`src/rtl/data_rx.sv`:
```
// Receive-side frame decoder: hunts for a sync byte, collects a fixed payload,
// verifies an XOR checksum and publishes the payload with a one-cycle strobe.
module data_rx #(
    parameter int unsigned PAYLOAD_BYTES  = 4,
    parameter logic [7:0]  SYNC_BYTE      = 8'hA5,
    parameter int unsigned TIMEOUT_CYCLES = 100_000,
    parameter int unsigned LINK_CYCLES    = 10_000_000
) (
    input  logic                       clk,
    input  logic                       rst,
    input  logic                       rx_empty,
    input  logic [7:0]                 r_data,
    output logic                       rd_uart,
    output logic [8*PAYLOAD_BYTES-1:0] data_out,
    output logic                       data_valid,
    output logic                       frame_err,
    output logic [7:0]                 err_count,
    output logic                       link_up
);

    localparam int unsigned W     = 8 * PAYLOAD_BYTES;
    localparam int unsigned IDX_W = (PAYLOAD_BYTES  > 1) ? $clog2(PAYLOAD_BYTES)  : 1;
    localparam int unsigned TMR_W = (TIMEOUT_CYCLES > 1) ? $clog2(TIMEOUT_CYCLES) : 1;
    localparam int unsigned LNK_W = (LINK_CYCLES    > 1) ? $clog2(LINK_CYCLES)    : 1;

    localparam logic [IDX_W-1:0] LAST_IDX = IDX_W'(PAYLOAD_BYTES - 1);
    localparam logic [TMR_W-1:0] TMR_MAX  = TMR_W'(TIMEOUT_CYCLES - 1);
    localparam logic [LNK_W-1:0] LNK_MAX  = LNK_W'(LINK_CYCLES - 1);

    typedef enum logic [1:0] {
        HUNT,
        PAYLOAD,
        CHECK
    } state_t;

    state_t           state;
    logic [W-1:0]     pbuf;
    logic [7:0]       csum;
    logic [IDX_W-1:0] idx;
    logic [TMR_W-1:0] tmr;
    logic [LNK_W-1:0] lnk_cnt;
    logic             byte_in;

    // Every state consumes, so the FIFO is never stalled.
    assign byte_in = !rx_empty;
    assign rd_uart = byte_in;

    always_ff @(posedge clk or negedge rst) begin
        if (!rst) begin
            state      <= HUNT;
            pbuf       <= '0;
            csum       <= '0;
            idx        <= '0;
            tmr        <= '0;
            lnk_cnt    <= '0;
            data_out   <= '0;
            data_valid <= 1'b0;
            frame_err  <= 1'b0;
            err_count  <= '0;
            link_up    <= 1'b0;
        end else begin
            data_valid <= 1'b0;
            frame_err  <= 1'b0;

            if (lnk_cnt != LNK_MAX) begin
                lnk_cnt <= lnk_cnt + LNK_W'(1);
            end else begin
                link_up <= 1'b0;
            end

            // Stall timer only runs inside a frame on cycles without a byte.
            if (state != HUNT && !byte_in) begin
                if (tmr == TMR_MAX) begin
                    frame_err <= 1'b1;
                    if (err_count != 8'hFF) begin
                        err_count <= err_count + 8'd1;
                    end
                    state <= HUNT;
                end else begin
                    tmr <= tmr + TMR_W'(1);
                end
            end

            case (state)
                HUNT: begin
                    if (byte_in && r_data == SYNC_BYTE) begin
                        csum  <= SYNC_BYTE;
                        idx   <= '0;
                        tmr   <= '0;
                        state <= PAYLOAD;
                    end
                end
                PAYLOAD: begin
                    if (byte_in) begin
                        pbuf <= (pbuf << 8) | W'(r_data);
                        csum <= csum ^ r_data;
                        tmr  <= '0;
                        if (idx == LAST_IDX) begin
                            state <= CHECK;
                        end else begin
                            idx <= idx + IDX_W'(1);
                        end
                    end
                end
                CHECK: begin
                    if (byte_in) begin
                        tmr   <= '0;
                        state <= HUNT;
                        // A good frame overrides the watchdog update made above.
                        if (r_data == csum) begin
                            data_out   <= pbuf;
                            data_valid <= 1'b1;
                            link_up    <= 1'b1;
                            lnk_cnt    <= '0;
                        end else begin
                            frame_err <= 1'b1;
                            if (err_count != 8'hFF) begin
                                err_count <= err_count + 8'd1;
                            end
                        end
                    end
                end
                default: state <= HUNT;
            endcase
        end
    end

endmodule

```
`config.mk`:
```
export PLATFORM = sky130hd
export DESIGN_NAME = data_rx
export DESIGN_NICKNAME = d
export VERILOG_FILES = /design/src/rtl/data_rx.sv
export SDC_FILE = /design/constraint.sdc
export NUM_CORES = 1
export LEC_CHECK = 0
export ABC_AREA = 1
export CAP_MARGIN = 10
export CORE_ASPECT_RATIO = 1.75
export CORE_MARGIN = 3
export CORE_UTILIZATION = 52
export CTS_CLUSTER_DIAMETER = 30
export DETAILED_ROUTE_END_ITERATION = 16
export GPL_ROUTABILITY_DRIVEN = 0
export HOLD_SLACK_MARGIN = 0.15
export PLACE_DENSITY = 0.76
export SYNTH_ARGS = -nofsm -noshare
export SYNTH_HDL_FRONTEND = slang
export SYNTH_SLANG_ARGS = --single-unit
```
`constraint.sdc`:
```
create_clock -name clk -period 1.7 [get_ports clk]
set_input_delay 0.51 -clock clk [delete_from_list [all_inputs] [get_ports clk]]
set_output_delay 0.51 -clock clk [all_outputs]
set_load 0.1 [all_outputs]
```
-- Yosys cells after proc, flatten, opt, wreduce, memory -nomap -nowiden
Cells that the tools add are included.
- input bits: 11
- bits in read-only memories: 0
- RAM bits: 0
- output and inout bits: 44
- memories kept: 0
- flip-flop bits (word level): 128
- bits in latches: 0
- shift operators: 0
- multiply operators: 0
- mux-type cells: 42
- eq/ne operators: 11
- div/mod/pow operators: 0
- reductions and logical operators: 11
- bitwise gates (word level): 3
- $lt $le $gt $ge: 0
- add/subtract/negate cells: 4
- operators with widths (cell ; count):
    two-way mux 24 bit ; 4
    two-way mux 8 bit ; 9
    two-way mux 17 bit ; 4
    case mux 17 bit (2 select lines) ; 1
    bitwise OR 32 x 8 -> 32 bit ; 1
    adder 24 x 1 -> 24 bit (second input constant) ; 1
    inequality test 24 bit (second input constant) ; 1
    two-way mux 2 bit ; 9
    adder 17 x 1 -> 17 bit (second input constant) ; 1
    equality test 17 bit (second input constant) ; 1
    case mux 8 bit (2 select lines) ; 1
    two-way mux 1 bit ; 12
    adder 8 x 1 -> 8 bit (second input constant) ; 1
    equality test 8 bit ; 1
    equality test 8 bit (second input constant) ; 1
    inequality test 8 bit (second input constant) ; 1
    XOR 8 bit ; 1
    inequality test 2 bit (second input constant) ; 3
    case mux 2 bit (3 select lines) ; 1
    AND reduction 3 bit ; 2
    equality test 2 bit (second input constant) ; 2
    case mux 2 bit (2 select lines) ; 1
    AND reduction 4 bit ; 1
    nonzero test 2 bit ; 2
    other kinds (8) ; 9

-- Longest topological paths before layout
- depth in word-level cells: 8
- depth in mapped cells: 11

-- Worst setup path before layout
Ideal clock, no wire load.
- path kind: reg-to-reg
- start: reg err_count[1]
- end: reg err_count[0]
- buffers on the path: 0
- clock period less this slack: 2.283 ns
- cell stages (with the launch flop): 9
- setup time: 0.067 ns
- arrival: 2.216 ns
- slack: -0.583 ns
- cell sequence: dfrtp_1 -> ha_1 -> nand3_1 -> nand3b_1 -> nand3_1 -> nand2_1 -> inv_1 -> nand2_1 -> nand2_1
- longest elaborated chain between the ends: 8
- ends and longest elaborated chain (item ; RTL line ; text):
    start: declaration ; 17 ; output logic [7:0] err_count,
    start signal: assignment ; 76 ; err_count <= err_count + 8'd1;
    start signal: assignment ; 118 ; err_count <= err_count + 8'd1;
    inequality test 8 bit (*) ; 75, 117 ;
    two-way mux 8 bit ; 75 ; if (err_count != 8'hFF) begin
    two-way mux 8 bit ; 73 ; if (tmr == TMR_MAX) begin
    two-way mux 8 bit ; 72 ; if (state != HUNT && !byte_in) begin
    two-way mux 8 bit ; 117 ; if (err_count != 8'hFF) begin
    two-way mux 8 bit ; 110 ; if (r_data == csum) begin
    two-way mux 8 bit ; 106 ; if (byte_in) begin
    two-way mux 8 bit (*) ; 84 ; case (state)
Every way passes the cells marked *; elsewhere a longest branch is shown, timed or not.
A chain may end at the register's enable or synchronous reset.

-- Worst setup path after layout
- start: reg state[1]
- end: reg csum[5]
- longest elaborated chain between the ends: 3
- elaborated cells on any way between the ends: 7
- those cells by class: eq/ne (3); mux (1); reduce/logical (3)
- ends and longest elaborated chain (item ; RTL line ; text):
    start: declaration ; 36 ; state_t state;
    start signal: assignment ; 50 ; state <= HUNT;
    start signal: assignment ; 78 ; state <= HUNT;
    start signal: assignment ; 90 ; state <= PAYLOAD;
    equality test 2 x 1 -> 1 bit or zero test 2 bit (tied branches) ; 84 ;
    inequality test 2 bit (no line) or nonzero test 2 bit (tied branches) ; - ;
    AND reduction 3 bit (no line) ; - ;
    end signal: assignment ; 96 ; csum <= csum ^ r_data;
    end: declaration ; 38 ; logic [7:0] csum;
Parallel ways exist; a longest one is shown, timed or not.

==> flow_metrics.py <==
metrics = {
    "synthesis": {
        "yosysSeqAreaShare_pct": 52.7,
        "synth-seq-cells": 128,
        "syn_nets": 752,
        "yosys_warnings": 0,
        "synth_edf_count": 0,
        "postSynthCellCount": 733,
        "yosys.cell_types.count": 37,
        "syn_area_mm2": 0.00608,
        "async_reset_ff_share_pct": 100,
        "syn_area_per_cell_um2": 8.30,
        "synthFlopType": "dfrtp_1",
    },
    "status": {
        "status": "finished, violations left",
        "violations": "negative setup slack",
    },
    "cells_and_area": {
        "layout.cells.non_filler": 1004,
        "utilization_pct": 75.5,
        "nNetsFinal": 878,
        "antennaDiodeCount": 0,
        "fin_area_mm2": 0.00853,
        "syn2layout_area_growth_pct": 40.1,
        "multi_input_area_mm2": 0.00264,
        "layout-drive-gt1-share_pct": 26.1,
        "n_fill_cell": 718,
        "seq_area_mm2": 0.00322,
    },
    "placed_design": {
        "dpl_cell_area_mm2": 0.00760,
        "dp_cells": 956,
        "dp_hpwl_um": 10800,
        "portBuffers": 54,
        "dp_slack_ns": -0.686,
    },
    "cts": {
        "cts_root_buffer": "clkbuf_16",
        "cts_inserted_buffers": 17,
        "htreeDepth": 4,
        "clk_pin_slew_worst_paths_ns": 0.06,
        "cts_sinks": 128,
        "clk_path_buf_depth": 2,
        "clock_latency_ns": 0.42,
        "cts_tree": "done",
    },
    "route": {
        "dr.pass1.iters": 8,
        "drtIter0Drc": 490,
        "drc": 0,
        "via_per_inst": 5.58,
        "totalWireLength_um": 16400,
        "vias": 5600,
        "drt.antenna.violating_nets": 0,
        "wl_per_cell_um": 16.3,
    },
    "die": {
        "die-area_mm2": 0.0131,
        "die_y_um": 149,
        "die_w_um": 87.8,
        "core_area_mm2": 0.0113,
        "start_util_pct": 53.9,
        "std_cell_rows": 51,
        "ioPinCount": 55,
    },
    "critical_path": {
        "crit_type": "reg2reg",
        "worst_ep_arrival_time_ns": 2.01,
        "required_ns": 2.00,
        "start_kind": "register",
        "cp-end-kind": "register",
        "critPathMaxFanout": 8,
    },
    "timing": {
        "hold_viol": 0,
        "finClkSkew_ns": 0.00528,
        "max_freq_mhz": 585,
        "setup_slack_ns": -0.0102,
        "min_period_ns": 1.71,
        "rsz0062_at_grt": "true",
        "hold_slack_ns": 0.485,
        "relSlewSlack_pct": 73.3,
        "worstMarginPinSlew_ns": 0.397,
        "setup_viol": 1,
        "report.final.slew_viol_count": 0,
        "period_share_pct": 101,
    },
    "power_and_ir_drop": {
        "p_per_area_mw_per_mm2": 949,
        "vdd_drop_max_mv": 0.854,
        "p_leak_nw": 4.17,
    },
    "grt": {
        "grt_pass1_vias": 5721,
        "grt_max_degree": 57,
        "grt_overflow": 0,
        "grt_pass1_wl_um": 26400,
        "antenna_found_initial": 0,
        "grt_usage_pct": 25.8,
    },
    "run": {
        "cap_violations": 0,
    },
    "min_path": {
        "hold_path.class": "reg2reg",
    },
}
## through the flow
stage	setup TNS (ns)	total power [mW]
after floorplan	-0.0189	4.12
after global placement	-48.21	4.48
after detailed placement	-54.21	4.55
after CTS	0	8.02
after global routing	-1.19	8.43
final	-0.0102	8.09
## what timing repair did
action                     CTS  global route
hold endpoints to repair    14             0
pin swaps                    4            19
buffers inserted             3            12
setup endpoints to repair   90            59
gates resized for setup     20            49
hold buffers                 1             0
## cells by family after synthesis
group | Yosys count | synth area share [%]
flip-flops | 128 | 52.7
AO/OA/AOI/OAI | 115 | 10.6
adder cells (fa/ha/maj) | 8 | 1.65
AND/OR/NAND/NOR | 350 | 24.8
XOR/XNOR | 14 | 2.02
buffers and inverters | 118 | 8.33
## where the power goes
group          switching [mW]  internal (mW)
logic                   0.627          0.389
registers               0.237           3.41
clock network            1.35           2.08
total                    2.22           5.88
## registers in the layout, indices dropped and copies added, names as in the netlist, 2 cells and up
name,flops
csum,8
data_out,32
err_count,8
idx,2
lnk_cnt,24
pbuf,32
state,2
tmr,17
## critical path, cell delays in order (launching register included)
cell      delay [ns]
dfrtp_1         0.40
inv_2           0.11
ha_4            0.17
inv_4           0.05
nor2_4          0.15
inv_2           0.08
o21ai_4         0.07
a21boi_4        0.34
buf_4           0.17
a31oi_1         0.07
## cell usage after synthesis, types with 2 or more instances
cell type  number  area, µm²
nor2_1         67        251
nor2_2          5       31.3
xnor2_1        10       87.6
xor2_1          4       35.0
nand3b_1        3       22.5
clkbuf_1        3       11.3
buf_6           6       67.6
o21ai_0        50        250
ha_1            8        100
inv_1          97        364
nor4_1          5       31.3
o31ai_1         4       30.0
o21bai_1        2       15.0
nor3_1         14       70.1
inv_2           4       15.0
a31oi_1         5       31.3
nor3_2          2       20.0
nand2_2         5       31.3
nand3_1        43        215
dfrtp_1       128       3200
o21ai_1        22        110
buf_4           3       22.5
buf_2           4       20.0
nand2_1       190        713
a21oi_1        22        110
nand4_1        10       62.6
o21ai_2         7       61.3
## cells in the final DEF (no fill, tap or decap), types with 4 or more instances in the layout
| master | count |
|---|---|
| a21oi_1 | 21 |
| a31oi_1 | 5 |
| buf_12 | 48 |
| buf_4 | 64 |
| clkbuf_16 | 17 |
| clkinv_2 | 4 |
| clkinv_4 | 4 |
| clkinvlp_4 | 4 |
| dfrtp_1 | 118 |
| dfrtp_2 | 8 |
| dlygate4sd2_1 | 8 |
| ha_1 | 4 |
| inv_1 | 94 |
| inv_2 | 5 |
| nand2_1 | 180 |
| nand2_2 | 14 |
| nand3_1 | 39 |
| nand4_1 | 10 |
| nor2_1 | 56 |
| nor2_2 | 11 |
| nor2_4 | 6 |
| nor3_1 | 12 |
| nor4_1 | 4 |
| o21ai_0 | 48 |
| o21ai_1 | 23 |
| o21ai_2 | 7 |
| o31ai_1 | 4 |
| xnor2_2 | 8 |
| xor2_1 | 4 |
## final cells by class
class                           count  area share, %
Clock inverter                     13           1.35
Inverter                          102           4.58
Tap cell                          132           1.94
Timing Repair Buffer              123           18.1
Sequential cell                   128           37.8
Multi-Input combinational cell    487           31.0
Clock buffer                       19           5.31
## layer usage
layer  vias up  part of all wire [%]  track usage, %
met5         -                     0               0
met4         0                   5.5            13.4
met3        81                   5.0            6.63
met2       266                    55            46.5
met1      2648                    35            26.8
li1       2605                     -               -
## final timing paths
check / from / to / slack (ns) / cells past startpoint
max: state[1]$_DFF_PN0_ / csum[5]$_DFFE_PN0P_ / -0.01 / 9
min: pbuf[31]$_DFFE_PN0P_ / pbuf[31]$_DFFE_PN0P_ / 0.48 / 2
max reg2reg: state[1]$_DFF_PN0_ / csum[5]$_DFFE_PN0P_ / -0.01 / 9
min reg2reg: pbuf[31]$_DFFE_PN0P_ / pbuf[31]$_DFFE_PN0P_ / 0.48 / 2
max in group asynchronous: rst / data_out[0]$_DFFE_PN0P_ / 0.61 / 3
min in group asynchronous: rst / data_out[30]$_DFFE_PN0P_ / 0.51 / 2
Power figures use the tool's default switching activity.
